**src/rtl/pc_fetch_unit.sv**
```systemverilog
// pc_fetch_unit: program counter owner and instruction fetch front end.
// It issues one fetch at a time to instruction memory and keeps the returned
// words, each tagged with the address it came from, in a small FIFO that the
// decoder drains.
//
// Handshakes: imem_req_o/imem_gnt_i transfer a request on any rising edge where
// both are high. imem_rvalid_i returns one word for the single outstanding
// request. instr_valid_o/instr_ready_i pop the buffer head on any rising edge
// where both are high and no jump is taking place.
module pc_fetch_unit #(
  parameter int ADDR_W    = 8,
  parameter int INSTR_W   = 16,
  parameter int TGT_W     = 5,
  parameter int BUF_DEPTH = 2,
  parameter int RESET_PC  = 0
) (
  input  logic               clk,
  input  logic               rst_n,
  input  logic               halt_i,
  input  logic               jump_i,
  input  logic [TGT_W-1:0]   jump_tgt_i,
  output logic               imem_req_o,
  output logic [ADDR_W-1:0]  imem_addr_o,
  input  logic               imem_gnt_i,
  input  logic               imem_rvalid_i,
  input  logic [INSTR_W-1:0] imem_rdata_i,
  output logic               instr_valid_o,
  output logic [INSTR_W-1:0] instr_o,
  output logic [ADDR_W-1:0]  instr_pc_o,
  input  logic               instr_ready_i,
  output logic [ADDR_W-1:0]  pc_o
);

  localparam int CNT_W = $clog2(BUF_DEPTH + 1);
  localparam int PTR_W = $clog2(BUF_DEPTH);

  typedef enum logic [1:0] {
    ST_IDLE   = 2'd0,
    ST_FETCH  = 2'd1,
    ST_WAIT   = 2'd2,
    ST_HALTED = 2'd3
  } state_e;

  state_e              state_q, state_d;
  logic [ADDR_W-1:0]   pc_q, pc_d;
  logic [ADDR_W-1:0]   req_addr_q, req_addr_d;
  // Set when the outstanding response belongs to a flushed instruction stream.
  logic                stale_q, stale_d;

  logic [INSTR_W-1:0]  data_q [BUF_DEPTH];
  logic [ADDR_W-1:0]   addr_q [BUF_DEPTH];
  logic [PTR_W-1:0]    wr_ptr_q, rd_ptr_q;
  logic [CNT_W-1:0]    count_q;

  logic                req;
  logic                push;
  logic                pop;
  logic                credit_ok;
  logic [ADDR_W-1:0]   jump_pc;

  // In FETCH nothing is outstanding, so the only credit consumer is the buffer.
  assign credit_ok = (count_q < CNT_W'(BUF_DEPTH));
  assign jump_pc   = {{(ADDR_W-TGT_W){1'b0}}, jump_tgt_i};
  assign pop       = (count_q != '0) && instr_ready_i && !jump_i;

  // Next-state, PC update and request generation; jump overrides everything.
  always_comb begin
    state_d    = state_q;
    pc_d       = pc_q;
    req_addr_d = req_addr_q;
    stale_d    = stale_q;
    req        = 1'b0;
    push       = 1'b0;
    case (state_q)
      ST_IDLE: begin
        state_d = ST_FETCH;
      end
      ST_FETCH: begin
        req = credit_ok;
        if (req && imem_gnt_i) begin
          state_d    = ST_WAIT;
          pc_d       = pc_q + ADDR_W'(1);
          req_addr_d = pc_q;
          stale_d    = 1'b0;
        end else if (halt_i) begin
          state_d = ST_HALTED;
        end
      end
      ST_WAIT: begin
        if (imem_rvalid_i) begin
          push    = !stale_q;
          stale_d = 1'b0;
          state_d = halt_i ? ST_HALTED : ST_FETCH;
        end
      end
      ST_HALTED: begin
        if (!halt_i) state_d = ST_FETCH;
      end
      default: state_d = ST_IDLE;
    endcase
    if (jump_i) begin
      pc_d = jump_pc;
      push = 1'b0;
      // Any request still in flight after this edge belongs to the old stream.
      if (state_d == ST_WAIT) stale_d = 1'b1;
    end
  end

  // Control registers.
  always_ff @(posedge clk or negedge rst_n) begin
    if (!rst_n) begin
      state_q    <= ST_IDLE;
      pc_q       <= ADDR_W'(RESET_PC);
      req_addr_q <= '0;
      stale_q    <= 1'b0;
    end else begin
      state_q    <= state_d;
      pc_q       <= pc_d;
      req_addr_q <= req_addr_d;
      stale_q    <= stale_d;
    end
  end

  // Instruction buffer: push from memory, pop to decoder, flush on jump.
  always_ff @(posedge clk or negedge rst_n) begin
    if (!rst_n) begin
      wr_ptr_q <= '0;
      rd_ptr_q <= '0;
      count_q  <= '0;
      for (int i = 0; i < BUF_DEPTH; i++) begin
        data_q[i] <= '0;
        addr_q[i] <= '0;
      end
    end else if (jump_i) begin
      wr_ptr_q <= '0;
      rd_ptr_q <= '0;
      count_q  <= '0;
    end else begin
      if (push) begin
        data_q[wr_ptr_q] <= imem_rdata_i;
        addr_q[wr_ptr_q] <= req_addr_q;
        wr_ptr_q         <= wr_ptr_q + PTR_W'(1);
      end
      if (pop) begin
        rd_ptr_q <= rd_ptr_q + PTR_W'(1);
      end
      case ({push, pop})
        2'b10:   count_q <= count_q + CNT_W'(1);
        2'b01:   count_q <= count_q - CNT_W'(1);
        default: count_q <= count_q;
      endcase
    end
  end

  assign imem_req_o    = req;
  assign imem_addr_o   = pc_q;
  assign pc_o          = pc_q;
  assign instr_valid_o = (count_q != '0);
  assign instr_o       = instr_valid_o ? data_q[rd_ptr_q] : '0;
  assign instr_pc_o    = instr_valid_o ? addr_q[rd_ptr_q] : '0;

endmodule

```
**config.mk**
```make
export PLATFORM = sky130hd
export DESIGN_NAME = pc_fetch_unit
export DESIGN_NICKNAME = d
export VERILOG_FILES = /design/src/rtl/pc_fetch_unit.sv
export SDC_FILE = /design/constraint.sdc
export NUM_CORES = 1
export LEC_CHECK = 0
export CAP_MARGIN = 20
export CORE_MARGIN = 2
export CORE_UTILIZATION = 45
export DETAILED_ROUTE_END_ITERATION = 8
export PLACE_DENSITY = 0.74
export SLEW_MARGIN = 20
export SYNTH_ARGS = -nofsm -noshare
export SYNTH_HDL_FRONTEND = slang
export SYNTH_SLANG_ARGS = --single-unit
export TNS_END_PERCENT = 30
```
**constraint.sdc**
```tcl
create_clock -name clk -period 5.1 [get_ports clk]
set_input_delay 0.765 -clock clk [delete_from_list [all_inputs] [get_ports clk]]
set_output_delay 0.765 -clock clk [all_outputs]
set_load 0.02 [all_outputs]
```
==> run_results.csv <==
group,metric,value,unit
clocking,post-cts-setup-buffers,0,
sta,finalCritPeriodShare,0.622,
logic_synthesis,synth_compound_area_frac,0.0288,
clocking,cts.clk_slew.worst_paths,70,ps
routing,routedWlPerCell,14.3,um
layout,final_core_util,0.591,
layout,antenna_cells,0,
floorplanning,io_pins,70,
critical_path,crit_path_start_kind,"flop",
logic_synthesis,synthAdderAreaFrac,0.0255,
logic_synthesis,synth_top_family_by_area,"multiplexers",
clocking,numCtsBuffers,9,
logic_synthesis,synth-simple-area-share,0.0907,
logic_synthesis,yosysWarnings,0,
routing,drc,0,
clocking,tritoncts,"done",
logic_synthesis,synth.distinct_cells,33,
clocking,cts_max_level,3,
logic_synthesis,synth_nets,313,
sta,fin_crit,3170,ps
power,power_density,417,mW/mm^2
sta,final-setup-viol-count,0,
placement,post-dp-hpwl,4.30,mm
global_routing,grt_use_total,0.162,
logic_synthesis,synth-seq-cells,71,
layout,drive_gt1_frac,0.230,
logic_synthesis,synth_top_area_share,0.517,
routing,drtIter0Drc,59,
logic_synthesis,yosysTopAreaCell,"dfrtp_1",
power,peakVddDrop,0.189,mV
global_routing,grt_pass1_wl,10.6,mm
critical_path,arrival,2410,ps
clocking,cts_resized,0,
layout,nFillCells,620,
logic_synthesis,synth_area,0.00343,mm^2
routing,wl_met3,230,um
flow_run,maxCapViolations,0,
layout,syn2layout_area_growth,26.1,%
routing,ant_nets,0,
routing,routed.top_layer,"met4",
outcome,status,"completed",
clocking,cts-root-buf,"clkbuf_8",
global_routing,grt_pass1_vias,2268,
placement,gp_congestion,0.745,
global_routing,grt_max_degree,72,
hold_path,hold_class,"flop to flop",
floorplanning,std_cell_rows,31,
sta,rsz0062_at_grt,"no",
power,p_leak,1.91,nW
clocking,cts_buffer_depth,2,
sta,slew_headroom,0.430,
logic_synthesis,syn_inst,278,
logic_synthesis,muxShareOfSynthArea,0.265,
sta,hold_viol_final,0,
logic_synthesis,ys_top_cells_by_area,"dfrtp_1 52%, mux2_2 17%, mux2i_1 7.9%",
sta,timing.hold.ws,505,ps
clocking,clock_sinks,71,
floorplanning,initial_utilization,0.468,
global_routing,grt-ovfl-total,0,
floorplanning,core,0.00733,mm^2
power,power,1.81,mW
routing,dr.pass1.iters,4,
sta,worst_slew_pin_slew,856,ps
floorplanning,dieArea,0.00834,mm^2
logic_synthesis,yosysSeqAreaShare,0.517,
critical_path,crit_type,"flop to output port",
routing,post_drt_via_cell_ratio,4.99,
sta,clock_skew,8.11,ps
routing,drt-total-wl,6.32,mm
critical_path,r2r_setup_slack,2910,ps
clocking,insertion_delay,330,ps
routing,wl_met1,2.79,mm
critical_path,cp_max_fo,14,
clocking,hold_buffers,0,
floorplanning,fp.dieW,91.3,um
floorplanning,fp.dieH,91.3,um
sta,maxSlewViolCount,0,
global_routing,antenna_found_initial,0,
placement,portBuffers,69,
sta,fin_setup_tns,0,ps
critical_path,required,4340,ps
critical_path,critical_path.endpoint_type,"output port",
sta,fmax,315,MHz
routing,vias,2209,
logic_synthesis,avgSynthCellArea,12.3,um^2
layout,final_nets,376,
logic_synthesis,synth-xor-area-share,0.0230,
routing,dr_wl_met2,3.16,mm
-- report_power, final --
group          total, mW  switching [mW]  internal (mW)
clock              0.459           0.192          0.267
combinational      0.520           0.235          0.285
sequential         0.827           0.106          0.721
total               1.81           0.533           1.27
-- synthesized netlist by cell type --
library cell,count
nor2_4,1
nor2b_2,1
mux2_2,53
buf_1,1
inv_1,8
o311ai_1,1
nand4_1,2
xor2_1,5
o221ai_1,2
o21ai_0,8
nand2_4,1
a22o_1,1
or3_1,1
buf_4,8
nor2b_1,2
clkbuf_1,2
nand4b_1,1
nand3b_4,1
buf_2,5
nor3_1,3
xnor2_1,4
nor2_1,36
a21oi_1,3
mux2_1,1
nor3_4,1
mux2_4,2
ha_1,7
nand3_1,1
buf_6,4
mux2i_1,27
nand2_1,13
a221oi_1,1
dfrtp_1,71
-- flip-flops by register name, summed over array words and instances, names as in the netlist --
register / count
req_addr_q: 8
data_q: 32
addr_q: 16
imem_addr_o: 8
state_q: 2
stale_q: 1
rd_ptr_q: 1
wr_ptr_q: 1
count_q: 2
-- cell families after synthesis --
kind of cell,count (synthesis)
mux,83
buf+inv,28
simple gates,64
fa+ha+maj,7
flops,71
xor+xnor,9
compound gates,16
-- worst max-delay path, cell delays in order, from the launching register on --
cell and delay [ps]:
dfrtp_1 820, buf_4 370, mux2i_1 270, nor2_1 60, clkdlybuf4s50_1 560
-- cell type report --
class                      count  area (um^2)  share of cell area
sequential                    71         1780               0.410
multi-input combinational    179         1490               0.345
timing repair buffer          72          708               0.164
clock buffer                   9          124              0.0286
tap                           99          124              0.0286
clock inverter                 5         75.1              0.0173
inverter                       8         30.0             0.00693
-- placed cells by master (no fill, tap or decap) --
cell type / n
a21oi_1: 3
a221oi_1: 1
a22o_1: 1
buf_2: 1
buf_4: 3
bufinv_16: 2
clkbuf_8: 9
clkdlybuf4s50_1: 68
clkinv_2: 3
dfrtp_1: 71
ha_1: 7
inv_1: 8
mux2_1: 1
mux2_2: 53
mux2_4: 2
mux2i_1: 27
nand2_1: 13
nand2_4: 1
nand3_1: 1
nand3b_4: 1
nand4_1: 2
nand4b_1: 1
nor2_1: 35
nor2_4: 2
nor2b_1: 2
nor2b_2: 1
nor3_1: 3
nor3_4: 1
o21ai_0: 8
o221ai_1: 2
o311ai_1: 1
or3_1: 1
xnor2_1: 4
xor2_1: 5
-- path summary, 6_finish.rpt --
| path | startpoint | end | depth (start not counted) |
|---|---|---|---|
| setup / recovery | rd_ptr_q$_DFFE_PN0P_ | instr_pc_o[0] | 4 |
| hold / removal | addr_q[9]$_DFFE_PN0P_ | addr_q[9]$_DFFE_PN0P_ | 1 |
| setup reg to reg | state_q[0]$_DFF_PN0_ | addr_q[11]$_DFFE_PN0P_ | 6 |
| hold reg to reg | addr_q[9]$_DFFE_PN0P_ | addr_q[9]$_DFFE_PN0P_ | 1 |
| max in group asynchronous | rst_n | req_addr_q[2]$_DFFE_PN0P_ | 2 |
| min in group asynchronous | rst_n | data_q[0]$_DFFE_PN0P_ | 2 |
-- metal layers --
| layer | GRT usage | vias to the layer above |
|---|---|---|
| met3 | 0.0332 | 13 |
| li1 | - | 1077 |
| met4 | 0.0720 | 0 |
| met5 | 0 | - |
| met2 | 0.276 | 57 |
| met1 | 0.197 | 1062 |
-- stage by stage --
step / area (um^2) / cells / setup WS, ps
2_1_floorplan: 3430 / 278 / 3120
3_3_place_gp: 4130 / 429 / 2180
3_5_place_dp: 4130 / 429 / 2130
4_1_cts: 4330 / 443 / 1830
5_1_grt: 4330 / 443 / 1780
6_report: 4330 / 443 / 1930
(Power assumes the default switching activity.)
